<file path="config.mk">
export PLATFORM = sky130hd
export DESIGN_NAME = cmp_seq_lcu
export DESIGN_NICKNAME = d
export VERILOG_FILES = /design/src/rtl/cmp_seq_lcu.sv
export SDC_FILE = /design/constraint.sdc
export NUM_CORES = 1
export LEC_CHECK = 0
export CAP_MARGIN = 20
export CORE_UTILIZATION = 50
export DETAILED_ROUTE_END_ITERATION = 8
export PLACE_DENSITY = 0.84
export SKIP_LAST_GASP = 1
export SLEW_MARGIN = 5
export SYNTH_ARGS = -nofsm -noshare
export SYNTH_HDL_FRONTEND = slang
export SYNTH_SLANG_ARGS = --single-unit
</file>
<file path="constraint.sdc">
create_clock -name clk -period 4.3 [get_ports clk]
set_clock_uncertainty 0.1 [all_clocks]
set_input_delay 0.645 -clock clk [delete_from_list [all_inputs] [get_ports clk]]
set_output_delay 0.645 -clock clk [all_outputs]
set_load 0.01 [all_outputs]
</file>
<file path="src/rtl/cmp_seq_lcu.sv">
// Multi-cycle MSB-first magnitude comparator producing the eight LCU compare flags.
// Optional `CMP_EARLY_EXIT_EN: stop scanning at the first unequal slice (else always NCHUNK cycles).
module cmp_seq_lcu #(
  parameter int WIDTH = 14,
  parameter int CHUNK = 4
) (
  input  logic             clk,
  input  logic             rst,
  input  logic             in_valid,
  output logic             in_ready,
  input  logic [WIDTH-1:0] a,
  input  logic [WIDTH-1:0] b,
  output logic             out_valid,
  input  logic             out_ready,
  output logic             gtu,
  output logic             gts,
  output logic             ltu,
  output logic             lts,
  output logic             geu,
  output logic             ges,
  output logic             leu,
  output logic             les
);
  localparam int NCHUNK = (WIDTH + CHUNK - 1) / CHUNK;
  localparam int IW     = (NCHUNK > 1) ? $clog2(NCHUNK) : 1;
  localparam int PW     = NCHUNK * CHUNK;
  localparam logic [IW-1:0] IDX_TOP = IW'(NCHUNK - 1);

  typedef enum logic [1:0] {IDLE, SCAN, DONE} state_t;
  state_t state, state_n;

  logic [WIDTH-1:0] ra, rb;
  logic [IW-1:0]    idx;
  logic             decided, ugt_r;
  logic [7:0]       flags, flags_n;

  // Zero-extended operands viewed as slices; the top slice may be partial.
  logic [NCHUNK-1:0][CHUNK-1:0] sla, slb;
  logic [CHUNK-1:0] ca, cb;
  logic ne, sgt, last, fin, f_ugt, f_ueq, sa, sb;
  logic s_gt, s_lt, s_ge, s_le;

  assign sla  = PW'(ra);
  assign slb  = PW'(rb);
  assign ca   = sla[idx];
  assign cb   = slb[idx];
  assign ne   = (ca != cb);
  assign sgt  = (ca > cb);
  assign last = (idx == '0);
  assign sa   = ra[WIDTH-1];
  assign sb   = rb[WIDTH-1];

`ifdef CMP_EARLY_EXIT_EN
  assign fin = ne || last;
`else
  assign fin = last;
`endif

  assign in_ready  = (state == IDLE);
  assign out_valid = (state == DONE);
  assign {gtu, gts, ltu, lts, geu, ges, leu, les} = flags;

  always_comb begin
    state_n = state;
    f_ugt   = 1'b0;
    f_ueq   = 1'b0;
    s_gt    = 1'b0;
    s_lt    = 1'b0;
    s_ge    = 1'b0;
    s_le    = 1'b0;
    case (state)
      IDLE:    if (in_valid) state_n = SCAN;
      SCAN:    if (fin) state_n = DONE;
      DONE:    if (out_ready) state_n = IDLE;
      default: state_n = IDLE;
    endcase
    // An earlier (more significant) unequal slice always wins over the current one.
    if (decided)  f_ugt = ugt_r;
    else if (ne)  f_ugt = sgt;
    else          f_ueq = 1'b1;
    if (sa == sb) begin
      s_gt = f_ugt;
      s_lt = ~f_ugt & ~f_ueq;
      s_ge = f_ugt | f_ueq;
      s_le = ~f_ugt;
    end else begin
      s_gt = ~sa;
      s_lt = sa;
      s_ge = ~sa;
      s_le = sa;
    end
    flags_n = {f_ugt, s_gt, ~f_ugt & ~f_ueq, s_lt, f_ugt | f_ueq, s_ge, ~f_ugt, s_le};
  end

  always_ff @(posedge clk) begin
    if (rst) begin
      state   <= IDLE;
      ra      <= '0;
      rb      <= '0;
      idx     <= IDX_TOP;
      decided <= 1'b0;
      ugt_r   <= 1'b0;
      flags   <= '0;
    end else begin
      state <= state_n;
      case (state)
        IDLE: if (in_valid) begin
          ra      <= a;
          rb      <= b;
          idx     <= IDX_TOP;
          decided <= 1'b0;
          ugt_r   <= 1'b0;
        end
        SCAN: begin
          if (!decided && ne) begin
            decided <= 1'b1;
            ugt_r   <= sgt;
          end
          if (fin) flags <= flags_n;
          else     idx   <= idx - 1'b1;
        end
        default: ;
      endcase
    end
  end
endmodule

</file>
==> metrics.cfg <==
[run_status]
status=finished, final reports clean

[critical_path]
timing.rr.start=idx[0]
r2r_cells=6
startpoint_type=register
endpoint_kind=register
rrSetupSlack_ns=1.54
path_max_fanout=12
cp_data_required_time_ns=4.39
critPathKind=reg -> reg
crit_path_top_delay_cell=dfxtp_1
critical_path.cell_chain=mux4_2 -> ha_1 -> nor2b_4 -> o211a_4 -> o31a_1 -> a31o_1
critical_path.max_stage_delay_ns=0.73
arrival_ns=2.85
timing.rr.end=flags[3]

[clocking]
path_clk_slew_ns=0.07
htreeDepth=2
cts_resized=0
postCtsSetupBuffers=0
cts.path.max_buffers=2
root_buffer=clkbuf_8
cts_tree=yes
clk_latency_ns=0.29
numClockSinks=42
cts_buffers=5
cts_hold_buffers=0

[grt]
grt_pass1_vias=1605
grt.overflow.total=0
antenna_found_initial=0
global_route.usage.total_pct=22.3
grt_max_degree=31
grt_pass1_wl_um=7380

[route]
detail_route.vias_per_cell=5.32
drtPass1Iterations=4
wl_um=4230
route.vias.total=1666
drc=0
routedWlPerCell_um=13.5
drt_iter0_markers=96
ant_nets=0

[place]
dp_cells=307
placed_area_mm2=0.00246
place_congestion=0.805
dp_hpwl_um=3090
placement.io_buffers=41
dp_slack_ns=1.56

[sta]
fin_ws_ns=1.54
fin_crit_sh_pct=64.3
setup_violations=0
tns_ns=0
fmax_mhz=362
period_minus_slack_ns=2.76
drv_slew=0
rsz0062_at_grt=no
worst_slew_pin_slew_ns=0.974
final_hold_viol_count=0
slew_headroom_pct=34.9
worst_hold_slack_ns=0.367

[logic_synthesis]
netlist_area_mm2=0.00207
syn-num-nets=264
yosys_warnings=0
synth_area_leaders=dfxtp_1 41%, a21oi_2 8.5%, nand2_1 7.8%, nand2_2 6.0%, a21oi_1 4.4%
syn_avg_cell_area_um2=9.11
synthArstFlopShare_pct=0
synth-main-ff-cell=dfxtp_1
synth_top_area_cell=dfxtp_1
synth-seq-area-share_pct=40.7
ys_types=43
yosysTopAreaCellShare_pct=40.7
synth_seq_cells=42
synth_edf_count=0
syn_inst=227

[cells_and_area]
final_nets=301
fillers=332
instances_no_fill=313
fin_area_mm2=0.00254
final-seq-area_um2=841
diodes=0
syn2layout_area_growth_pct=22.8
layout-drive-gt1-share_pct=22.8
final_core_util_pct=64.0
multi_input_area_mm2=0.00111

[hold_path]
hold_class=reg -> reg
holdPathEnd=rb[0]
hp-start=rb[0]
hold_depth=2

[pwr]
power_mw=0.831
vdd_drop_max_mv=0.151
p_leak_nw=0.987
power.density_mw_per_mm2=327

[die]
die_y_um=66.3
rows=23
initial_core_util_pct=52.1
die_w_um=66.3
coreArea_mm2=0.00397
io_pins=42
fp.dieArea_mm2=0.00440

[job]
cap_violations=0

report_power, final:
part	internal, mW	total, mW	switching [mW]
combinational	0.0793	0.159	0.0794
sequential	0.409	0.427	0.0180
clock	0.124	0.245	0.121
cells in the final DEF, fill, tap and decap left out, drive strengths merged, types with 3 or more instances in the layout:
| cell type | Yosys | final |
|---|---|---|
| clkdlybuf4s50 | 0 | 41 |
| o21ai | 9 | 9 |
| inv | 6 | 6 |
| mux2i | 5 | 5 |
| nand2 | 63 | 63 |
| nand2b | 4 | 4 |
| ha | 5 | 5 |
| mux4 | 4 | 4 |
| dfxtp | 42 | 42 |
| nor2 | 11 | 11 |
| clkbuf | 4 | 6 |
| nor3 | 3 | 3 |
| nor2b | 3 | 3 |
| a21oi | 38 | 38 |
how the worst max path moves through the flow:
stage | slack (ns) | startpoint | end
detailed placement | 1.56 | idx[0] | flags[3]
global placement | 1.60 | idx[0] | flags[3]
global route | 1.36 | idx[0] | flags[3]
floorplan | 1.77 | idx[0] | flags[3]
finish | 1.54 | idx[0] | flags[3]
CTS | 1.52 | idx[0] | flags[3]
critical path, delay by kind of cell (launching register included):
kind            cells  cell delay (ns)
fa+ha+maj           1             0.33
simple gates        1             0.14
flops               1             0.73
mux                 1             0.58
compound gates      3             0.78
synthesized netlist by cell type (2+ instances only):
master,instances
nand2_1,43
dfxtp_1,42
a21oi_2,20
nand2_2,20
a21oi_1,18
nor2_1,10
buf_2,5
ha_1,5
inv_1,5
mux2i_1,5
o21ai_0,5
clkbuf_1,4
mux4_2,4
nand2b_1,4
o21ai_1,4
a31oi_1,2
buf_12,2
nor2b_1,2
nor3_1,2
o22ai_1,2
final cells by class:
| class | instances | area share, % |
|---|---|---|
| Timing Repair Buffer | 43 | 16.7 |
| Sequential cell | 42 | 33.1 |
| Tap cell | 50 | 2.46 |
| Inverter | 6 | 0.887 |
| Multi-Input combinational cell | 166 | 43.5 |
| Clock buffer | 6 | 3.25 |
logic make-up after synthesis:
family,count (synthesis),share of synthesized area (%)
AND/OR/NAND/NOR,90,22.4
AO/OA/AOI/OAI,62,21.2
flip-flops,42,40.7
buffers and inverters,19,5.87
multiplexers,9,6.78
adder cells (fa/ha/maj),5,3.02
sequential cells by signal, summed over array words and instances, names as in the netlist:
register and flops:
ugt_r 1, decided 1, ra 14, idx 2, flags 8, state 2
rb 14
metal layers:
layer	share of wire, %	global-route usage [%]
met1	45	27.7
met2	49	37.5
met3	3.7	5.17
met4	1.9	7.98
met5	0	0
(Power assumes the default switching activity.)
